==> config.mk <==
export PLATFORM = sky130hd
export DESIGN_NAME = memory_arbiter
export DESIGN_NICKNAME = d
export VERILOG_FILES = /design/src/rtl/common_types_pkg.sv /design/src/rtl/memory_arbiter.sv
export SDC_FILE = /design/constraint.sdc
export NUM_CORES = 1
export LEC_CHECK = 0
export CORE_MARGIN = 2
export CORE_UTILIZATION = 30
export CTS_BUF_LIST = sky130_fd_sc_hd__clkbuf_4
export DETAILED_ROUTE_END_ITERATION = 12
export MAX_ROUTING_LAYER = met4
export PLACE_DENSITY = 0.68
export SYNTH_ARGS = -nofsm -noshare
export SYNTH_HDL_FRONTEND = slang
export SYNTH_SLANG_ARGS = --single-unit
export TNS_END_PERCENT = 10
==> constraint.sdc <==
create_clock -name clk -period 2.9 [get_ports clk]
set_input_delay 0.29 -clock clk [delete_from_list [all_inputs] [get_ports clk]]
set_output_delay 0.29 -clock clk [all_outputs]
set_load 0.1 [all_outputs]
==> src/rtl/common_types_pkg.sv <==
// Shared types for the unified-RAM arbiter: word type, FSM encoding, grant id.
package common_types_pkg;

  typedef logic [31:0] word_t;

  typedef enum logic [1:0] {
    IDLE    = 2'd0,
    IFETCH  = 2'd1,
    DACCESS = 2'd2
  } arb_state_t;

  typedef enum logic {
    INSTR = 1'b0,
    DATA  = 1'b1
  } grant_t;

endpackage

==> src/rtl/memory_arbiter.sv <==
// Arbitrates the single-port unified RAM between instruction fetch and the
// data (load/store) stage. One requester owns the RAM for RAM_LATENCY cycles;
// the command is driven only from values latched at grant time, and a one-cycle
// ready strobe closes each transaction. Round-robin on ties avoids starvation.
module memory_arbiter
  import common_types_pkg::*;
#(
  parameter int unsigned RAM_LATENCY = 2,
  parameter int unsigned CNT_W       = 4
) (
  input  logic        clk,
  input  logic        nrst,
  // fetch port
  input  logic        i_req,
  input  word_t       i_addr,
  output logic        i_ready,
  output word_t       i_load,
  // data port
  input  logic        d_ren,
  input  logic        d_wen,
  input  word_t       d_addr,
  input  word_t       d_store,
  input  logic [3:0]  d_strb,
  output logic        d_ready,
  output word_t       d_load,
  // RAM port
  output logic        ram_ren,
  output logic        ram_wen,
  output word_t       ram_addr,
  output word_t       ram_store,
  output logic [3:0]  ram_strb,
  input  word_t       ram_load
);

  localparam logic [CNT_W-1:0] LAT_M1 = CNT_W'(RAM_LATENCY - 1);

  arb_state_t       state_q, state_d;
  logic [CNT_W-1:0] cnt_q, cnt_d;
  grant_t           last_q, last_d;
  word_t            addr_q, addr_d;
  word_t            store_q, store_d;
  logic [3:0]       strb_q, strb_d;
  logic             wen_q, wen_d;

  logic             d_pend;
  logic             grant_instr;
  logic             busy;
  logic             last_cycle;

  assign d_pend = d_ren | d_wen;

  // Next-state: grant in IDLE, count down while a transaction is in flight.
  always_comb begin
    // NOTE: every variable gets a default up front so no path can infer a latch.
    state_d     = state_q;
    cnt_d       = cnt_q;
    last_d      = last_q;
    addr_d      = addr_q;
    store_d     = store_q;
    strb_d      = strb_q;
    wen_d       = wen_q;
    grant_instr = 1'b0;
    case (state_q)
      IDLE: begin
        if (i_req || d_pend) begin
          // On a tie the port that did not win last time goes first.
          grant_instr = i_req && (!d_pend || (last_q == DATA));
          cnt_d       = LAT_M1;
          if (grant_instr) begin
            state_d = IFETCH;
            last_d  = INSTR;
            addr_d  = i_addr;
            store_d = '0;
            strb_d  = '0;
            wen_d   = 1'b0;
          end else begin
            // Read and write both asserted resolves to a write.
            state_d = DACCESS;
            last_d  = DATA;
            addr_d  = d_addr;
            store_d = d_wen ? d_store : '0;
            strb_d  = d_wen ? d_strb : '0;
            wen_d   = d_wen;
          end
        end
      end
      IFETCH, DACCESS: begin
        if (cnt_q == '0) state_d = IDLE;
        else             cnt_d   = cnt_q - CNT_W'(1);
      end
      default: state_d = IDLE;
    endcase
  end

  // State and latched command registers; reset aborts any transaction at once.
  always_ff @(posedge clk or negedge nrst) begin
    if (!nrst) begin
      state_q <= IDLE;
      cnt_q   <= '0;
      last_q  <= DATA;
      addr_q  <= '0;
      store_q <= '0;
      strb_q  <= '0;
      wen_q   <= 1'b0;
    end else begin
      // NOTE: non-blocking assignments so all registers update from pre-edge values.
      state_q <= state_d;
      cnt_q   <= cnt_d;
      last_q  <= last_d;
      addr_q  <= addr_d;
      store_q <= store_d;
      strb_q  <= strb_d;
      wen_q   <= wen_d;
    end
  end

  assign busy       = (state_q != IDLE);
  assign last_cycle = busy && (cnt_q == '0);

  // RAM command comes only from latched values, so requester churn is invisible.
  assign ram_ren   = (state_q == IFETCH) || ((state_q == DACCESS) && !wen_q);
  assign ram_wen   = (state_q == DACCESS) && wen_q;
  assign ram_addr  = busy ? addr_q : '0;
  assign ram_store = ram_wen ? store_q : '0;
  assign ram_strb  = ram_wen ? strb_q : '0;

  assign i_ready = last_cycle && (state_q == IFETCH);
  assign i_load  = i_ready ? ram_load : '0;
  assign d_ready = last_cycle && (state_q == DACCESS);
  assign d_load  = (d_ready && !wen_q) ? ram_load : '0;

endmodule
-- Word level (Yosys, flattened, before mapping)
Index checks and enable logic that the tools add are counted.
- add/subtract/negate cells: 1
- equality and inequality tests: 5
- muxes and demuxes: 19
- bitwise logic cells: 1
- reduce and logical (&&, ||, !) cells: 20
- operator list (operator ; number):
    2-to-1 mux 32 bit ; 7
    2-to-1 mux 4 bit ; 5
    case mux 4 bit (2 select lines) ; 1
    logical AND 1 bit ; 7
    2-to-1 mux 2 bit ; 3
    inequality test 2 bit (second input constant) ; 3
    zero test 4 bit ; 1
    case mux 2 bit (2 select lines) ; 1
    AND reduction 2 bit ; 2
    nonzero test 2 bit ; 2
    subtractor 4 x 1 -> 4 bit (second input constant) ; 1
    logical OR 1 bit ; 3
    AND reduction 3 bit ; 1
    == test 2 x 1 -> 1 bit (second input constant) ; 1
    == test 2 bit (second input constant) ; 1
    zero test 1 bit ; 2
    zero test 2 bit ; 1
    2-to-1 mux 1 bit ; 2
    OR reduction 2 bit ; 1
    OR 1 bit ; 1
- register bits: 76
- input bits: 137
- output and inout bits: 136
- word-level logic and storage cells: 53

-- Longest topological paths before layout
Gate-level depths: netlist of the first run.
- depth in word-level cells: 7
- gate-level depth with buffers: 7

-- Least setup slack after synthesis of the first run
Ideal clock, no wire load.
- path type: reg2out
- start point: register cnt_q[0]
- end point: output d_ready
- data arrival time: 3350 ps
- required time: 2610 ps
- slack: -740 ps
- cell stages (with the launch flop): 6
- path buffers: 1
- path through: dfrtp_1 -> inv_1 -> ha_1 -> or3b_1 -> buf_6 -> nor3b_1
- word-level cells in the longest chain between the ends: 3
- ends and longest elaborated chain (what ; RTL line ; RTL):
    from (decl) ; memory_arbiter.sv:38 ; logic [CNT_W-1:0] cnt_q, cnt_d;
    from (signal assigned) ; memory_arbiter.sv:108 ; cnt_q <= cnt_d;
    zero test 4 bit ; memory_arbiter.sv:118 ; assign last_cycle = busy && (cnt_q == '0);
    logical AND 1 bit ; memory_arbiter.sv:118 ;
    logical AND 1 bit ; memory_arbiter.sv:129 ; assign d_ready = last_cycle && (state_q == DACCESS);
    to (decl) ; memory_arbiter.sv:24 ; output logic d_ready,
Every way passes these cells.

-- Worst setup path in the final report of the first run
- start point: register cnt_q[0]
- end point: output i_load[29]
- word-level cells in the longest chain between the ends: 4
- ends and longest elaborated chain (what ; RTL line ; RTL):
    zero test 4 bit ; memory_arbiter.sv:118 ;
    logical AND 1 bit ; memory_arbiter.sv:118 ;
    logical AND 1 bit ; memory_arbiter.sv:127 ; assign i_ready = last_cycle && (state_q == IFETCH);
    2-to-1 mux 32 bit ; memory_arbiter.sv:128 ; assign i_load = i_ready ? ram_load : '0;
    to (decl) ; memory_arbiter.sv:17 ; output word_t i_load,
Every way passes these cells.

==> results of run 1 <==
cell type report:
type | count | area, um2 | share of cell area, %
Tap cell | 176 | 220 | 2.75
Multi-Input combinational cell | 273 | 2010 | 25.1
Clock buffer | 9 | 67.6 | 0.843
Sequential cell | 76 | 1900 | 23.8
Clock inverter | 6 | 32.5 | 0.406
Inverter | 6 | 22.5 | 0.281
Timing Repair Buffer | 281 | 3760 | 46.9
layer usage:
| layer | track usage (%) | vias to the layer above | wire (um) |
|---|---|---|---|
| met3 | 4.37 | 24 | 1250 |
| li1 | - | 1910 | - |
| met5 | - | - | 0 |
| met4 | 8.36 | 0 | 397 |
| met2 | 36.0 | 197 | 7740 |
| met1 | 22.4 | 1999 | 5470 |
logic make-up (layout without fill, tap and decap cells):
logic type,Yosys count,after routing,share of synthesized area (%)
AND/OR/NAND/NOR,184,184,28.6
flip-flops,76,76,46.4
AO/OA/AOI/OAI,85,85,18.7
buffers and inverters,43,302,5.03
adder cells (fa/ha/maj),4,4,1.22
power groups by stage:
| stage | sequential (mW) | clock [mW] | combinational [mW] |
|---|---|---|---|
| 6_report | 1.79 | 0.529 | 4.95 |
| 5_1_grt | 1.85 | 0.595 | 5.18 |
| 4_1_cts | 1.79 | 0.554 | 4.97 |
| 3_5_place_dp | 1.80 | 0 | 4.96 |
| 3_3_place_gp | 1.78 | 0 | 4.89 |
| 2_1_floorplan | 1.71 | 0 | 3.63 |
repair_timing:
item                                    in CTS  in global routing
gates resized for setup                      1                  2
endpoints found under the setup margin      33                 64
setup buffers                                0                  0
how the worst min path moves through the flow:
stage | start | to | slack [ns] | cells after the start
floorplan | nrst | addr_q[0]$_DFFE_PN0P_ | -0.006 | 0
global placement | store_q[18]$_DFFE_PN0P_ | store_q[18]$_DFFE_PN0P_ | 0.48 | 1
detailed placement | store_q[8]$_DFFE_PN0P_ | store_q[8]$_DFFE_PN0P_ | 0.48 | 1
CTS | nrst | store_q[13]$_DFFE_PN0P_ | 0.02 | 1
global route | nrst | store_q[13]$_DFFE_PN0P_ | 0.08 | 1
finish | nrst | store_q[13]$_DFFE_PN0P_ | 0.002 | 1
through the flow:
step	instances	hold slack, ns	area (um2)	total power, mW	setup WS [ns]
4_1_cts	827	0.0195	8010	7.32	0.0367
2_1_floorplan	392	-0.00559	4110	5.35	0.0967
3_3_place_gp	812	0.482	7900	6.67	0.547
3_5_place_dp	812	0.484	7900	6.76	0.438
6_report	827	0.00222	8010	7.27	0.127
5_1_grt	827	0.0824	8010	7.63	0.00471
cell usage in the layout (no fill, tap or decap), types with 3 or more instances in the layout:
cell type / synthesis / layout
buf_4: 0 / 40
clkbuf_4: 0 / 9
inv_1: 6 / 6
and2_1: 97 / 97
clkdlybuf4s50_1: 0 / 135
buf_12: 0 / 104
nor2b_1: 32 / 32
a221o_1: 32 / 32
dfrtp_1: 75 / 75
ha_1: 4 / 3
and3_1: 37 / 37
o21ai_0: 4 / 4
a22o_1: 39 / 39
registers in the layout, summed over array words and instances (netlist names):
| register | flops |
|---|---|
| addr_q | 32 |
| state_q | 2 |
| strb_q | 4 |
| cnt_q | 4 |
| store_q | 32 |
| last_q | 1 |
| wen_q | 1 |
==> key figures, run 1 <==
Run status
  – Status: completed

Power and ir drop
  – Seq pwr share: 24.7%
  – Logic pwr share: 68.1%
  – Leak pwr: 3.57 nW
  – Worst ir drop on vdd: 0.000684 V
  – Net Sw Power: 3.98 mW
  – Clock network power share: 7.3%
  – P_int: 3.29 mW
  – PwrDens: 908 nW/um2
  – Switching Share: 54.8%

Synth
  – Biggest area consumer among synthesized cells: dfrtp_1
  – Post-synth top cells: and2_1, dfrtp_1, a22o_1
  – Avg Cell Area, Syn: 10.5 um2
  – Primary FF master, synth: dfrtp_1
  – Synth Register Bits: 76
  – Synth area leaders: dfrtp_1, and2_1, a22o_1
  – Yosys cell types: 37
  – Post-synth ARST share: 100%
  – Post-synthesis sequential area ratio: 46.4%
  – Synth warnings: 0
  – Cell count after synthesis: 392
  – Syn Nets: 533
  – Synth top area share: 45.8%
  – Most common cell in the netlist: and2_1
  – Post-Syn Area: 4100 um2
  – Post-synth EDFFs: 0

Route
  – DRC viols: 0
  – Total Wirelength: 14900 um
  – Routed vias: 4130
  – Antenna-violating nets left: 0
  – Vias per inst: 4.99
  – Initial drt markers: 164
  – Pre-antenna DRT Iters: 4
  – WL/cell: 18.0 um

GRT
  – Initial antenna violation count: 0
  – Gr usage total: 20.5%
  – First-pass GRT wire length: 22800 um
  – Number of global-route vias before repair: 4170
  – Largest net degree at the start of global routing: 77
  – Remaining Overflow, GRT: 0

Placement
  – GP Congestion: 0.842
  – Port bufs: 272
  – Post-DP HPWL: 11300 um

Floorplan
  – Core area: 13300 um2
  – Row count: 42
  – IO Count: 273
  – Die area: 14600 um2
  – Die Width: 121 um
  – Die height: 121 um
  – Starting Density: 30.8%

Final layout
  – Layout cell share with drive strength beyond 1: 25.5%
  – # diodes: 0
  – Area grow syn2layout: 95.4%
  – Fill count: 1064
  – Util after Layout: 60.3%
  – Final nets: 788

Timing
  – Slew Limit Fails: 0
  – # setup viols final: 0
  – Slew margin rel.: 35.7%
  – Period utilization: 95.6%
  – Post-route minimum period: 2.77 ns
  – RSZ-0062 raised after global routing: no
  – Fmax: 361 MHz
  – Final hold vios: 0
  – Fin Setup TNS: 0 ns
  – Worst-margin pin slew: 0.964 ns
  – Clock skew: 0.0117 ns

Worst setup path
  – Crit-path max FO: 33
  – Critical Path Source: cnt_q[0]$_DFFE_PN0P_
  – Critical path startpoint category: flip-flop
  – Crit-path cells: inv_1 > ha_1 > or3b_4 > nor3b_4 > buf_6 > and2_1 > buf_12
  – Worst EP arrival: 2.48 ns
  – Kind of critical path: flip-flop to output port
  – Worst path bufs/invs: 3
  – Crit path to: i_load[29]
  – RR Startpoint: state_q[0]$_DFFE_PN0P_
  – Worst path max stage delay: 0.46 ns
  – CP Depth: 7
  – R2R setup slack: 0.67 ns
  – CP max stage cell: or3b_4
  – Reg2Reg Depth: 6
  – RR Endpoint: state_q[1]$_DFFE_PN0P_
  – Top delay family on crit path: simple AND/OR/NAND/NOR gates
  – CP Capture Type: output port
  – Worst EP required: 2.61 ns

Clock tree
  – CTS H-tree lvls: 3
  – Clock Sinks: 76
  – Hold buffers post-CTS: 0
  – CTS Buffer Depth: 2
  – Clk root buf: clkbuf_4
  – Reg clk slew, reported paths: 0.12 ns
  – CTS tree: built
  – Total CTS buffers: 9
  – Worst-skew pair later-pin latency: 0.43 ns

Run
  – Max Cap Viol: 0

Worst hold path
  – Worst Hold Class: primary input to async pin
No activity file was read; power rests on OpenSTA's default activity.
==> inputs of run 2 (changes only) <==
--- a/config.mk
+++ b/config.mk
@@ -6,12 +6,12 @@
 export NUM_CORES = 1
 export LEC_CHECK = 0
 export CORE_MARGIN = 2
-export CORE_UTILIZATION = 30
+export CORE_UTILIZATION = 34
 export CTS_BUF_LIST = sky130_fd_sc_hd__clkbuf_4
 export DETAILED_ROUTE_END_ITERATION = 12
 export MAX_ROUTING_LAYER = met4
-export PLACE_DENSITY = 0.68
+export PLACE_DENSITY = 0.79
 export SYNTH_ARGS = -nofsm -noshare
 export SYNTH_HDL_FRONTEND = slang
 export SYNTH_SLANG_ARGS = --single-unit
-export TNS_END_PERCENT = 10
+export TNS_END_PERCENT = 30
==> constraint.sdc (replaced) <==
create_clock -name clk -period 2.4 [get_ports clk]
set_input_delay 0.24 -clock clk [delete_from_list [all_inputs] [get_ports clk]]
set_output_delay 0.24 -clock clk [all_outputs]
set_load 0.1 [all_outputs]
==> key figures, run 2 (synthesis results as in run 1) <==
Final layout
  – Most frequent cells in the layout: buf_12, clkdlybuf4s50_1, dfrtp_1, and2_4, a22o_1
  – Footprint of the multi-input gates: 2190 um2 (+9.1%)
  – Fill count: 805 (-24%)
  – # diodes: 0 (unchanged)
  – Commonest non-fill, non-tap cell in the layout: buf_12
  – Util after Layout: 73.1% (+13 points)
  – Reg area: 1900 um2 (unchanged)
  – Area grow syn2layout: 112%
  – Final nets: 797 (+1.1%)
  – Layout cell share with drive strength beyond 1: 36.8% (+11 points)
  – Largest regs: addr_q (32), store_q (32)
  – Fin cells: 808 (-2.3%)

Route
  – DRC viols: 0 (unchanged)
  – Pre-antenna DRT Iters: 5 (+1)
  – Routed vias: 4295 (+4.0%)
  – Antenna-violating nets left: 0 (unchanged)
  – Initial drt markers: 254 (+55%)
  – WL/cell: 19.8 um (+10%)
  – Vias per inst: 5.32 (+6.4%)
  – Total Wirelength: 16000 um (+7.7%)

Timing
  – # setup viols final: 65 (+65)
  – Fin Setup TNS: -4.08 ns (-4.08 ns)
  – Fmax: 394 MHz
  – Final hold vios: 0 (unchanged)
  – Period utilization: 106%
  – Clock skew: 0.0128 ns (+0.00110 ns)
  – WHS: 0.410 ns (+0.408 ns)
  – Worst-margin pin slew: 0.977 ns (+0.0125 ns)
  – RSZ-0062 raised after global routing: yes
  – Slew margin rel.: 34.9% (-0.84 points)
  – Setup ws final: -0.137 ns (-0.264 ns)
  – Post-route minimum period: 2.54 ns
  – Slew Limit Fails: 0 (unchanged)

Run
  – Max Cap Viol: 0 (unchanged)

Clock tree
  – Total CTS buffers: 9 (unchanged)
  – Worst-skew pair later-pin latency: 0.43 ns (about the same)
  – CTS H-tree lvls: 3 (unchanged)
  – Clk root buf: clkbuf_4
  – CTS Buffer Depth: 2 (unchanged)
  – Reg clk slew, reported paths: 0.13 ns (about the same)
  – CTS tree: built
  – Clock Sinks: 76 (unchanged)

Worst hold path
  – Worst Hold Class: primary input to flip-flop

Placement
  – Placed cell count: 785 (-3.3%)
  – Port bufs: 272 (unchanged)
  – GP Congestion: 0.906 (+7.6%)
  – Post-DP HPWL: 12100 um (+6.7%)
  – Worst setup slack after placement: 0.0240 ns (-0.414 ns)

Floorplan
  – Die Width: 114 um (-5.9%)
  – Starting Density: 34.4% (+3.6 points)
  – Die height: 114 um (-5.9%)
  – IO Count: 273 (unchanged)
  – Core area: 11900 um2 (-10%)
  – Die area: 13000 um2 (-11%)
  – Row count: 40 (-4.8%)

GRT
  – Largest net degree at the start of global routing: 77 (unchanged)
  – Initial antenna violation count: 0 (unchanged)
  – Number of global-route vias before repair: 4637 (+11%)
  – First-pass GRT wire length: 25000 um (+9.9%)
  – Remaining Overflow, GRT: 0 (unchanged)
  – Gr usage total: 25.8% (+5.3 points)

Worst setup path
  – Worst path max stage delay: 0.42 ns (-0.04 ns)
  – Top delay family on crit path: simple AND/OR/NAND/NOR gates
  – Critical path startpoint category: flip-flop
  – Worst EP required: 2.16 ns (-0.45 ns)
  – Worst path bufs/invs: 3 (unchanged)
  – CP Capture Type: output port
  – Crit-path cells: inv_2 > ha_4 > or3b_4 > nor3b_4 > buf_6 > and2_4 > buf_12
  – Worst EP arrival: 2.30 ns (-0.18 ns)
  – Kind of critical path: flip-flop to output port
  – Crit-path max FO: 16 (-52%)
  – CP max stage cell: dfrtp_1

Run status
  – Status: complete, but fails checks
  – Failing checks: setup timing

Power and ir drop
  – PwrDens: 1140 nW/um2 (+26%)
  – Leak pwr: 3.85 nW (+7.7%)
  – Worst ir drop on vdd: 0.000762 V (+11%)
## run 2: cell types whose count changed in the layout (fill, tap and decap cells not counted), moves of 2 or more
cell and delta:
buf_12 +34, and2_4 +64, nor2b_2 +2, inv_1 -2, buf_4 -26, bufinv_16 +2
inv_2 +2, nor2b_1 -2, and2_1 -64, clkinv_2 -2
## run 2: final timing paths
path	from	end	slack, ns	depth (start not counted)
worst max-delay path	cnt_q[1]$_DFFE_PN0P_	i_load[27]	-0.14	7
worst min-delay path	d_store[5]	store_q[5]$_DFFE_PN0P_	0.41	2
worst max register to register	state_q[0]$_DFFE_PN0P_	cnt_q[0]$_DFFE_PN0P_	0.34	5
worst min register to register	store_q[27]$_DFFE_PN0P_	store_q[27]$_DFFE_PN0P_	0.52	1
max in group asynchronous	nrst	addr_q[1]$_DFFE_PN0P_	1.25	2
min in group asynchronous	nrst	store_q[12]$_DFFE_PN0P_	0.51	2
## run 2: area by class of cell
cell class,instances,share of cell area [%]
Timing Repair Buffer,290,48.8
Multi-Input combinational cell,273,25.2
Sequential cell,76,21.9
Tap cell,147,2.11
Clock inverter,6,0.905
Clock buffer,10,0.862
Inverter,6,0.259
## run 2: what timing repair did
item,CTS,global route
cloned,1,0
hold buffers,1,0
pin swaps,41,15
endpoints found under the setup margin,66,66
hold endpoints to repair,75,0
setup buffers,7,0
resized for setup,61,3
## run 2: report_power, final
part,switching (mW),internal (mW),leakage [nW]
clock,0.443,0.425,0.0791
combinational,4.29,2.63,2.81
sequential,0.307,1.86,0.965
total,5.04,4.91,3.85
## run 2: layer usage
layer | wire length, um | track usage (%) | vias up
met2 | 8490 | 45.0 | 223
met4 | 921 | 16.1 | 0
met3 | 887 | 4.36 | 54
met5 | 0 | - | -
met1 | 5700 | 27.2 | 2085
li1 | - | - | 1933
## run 2: through the flow
stage	total power [mW]	area (um2)
after floorplan	6.48	4130
final	9.95	8710
after global placement	8.80	8350
after CTS	10.0	8750
after global routing	10.4	8710
after detailed placement	8.98	8350
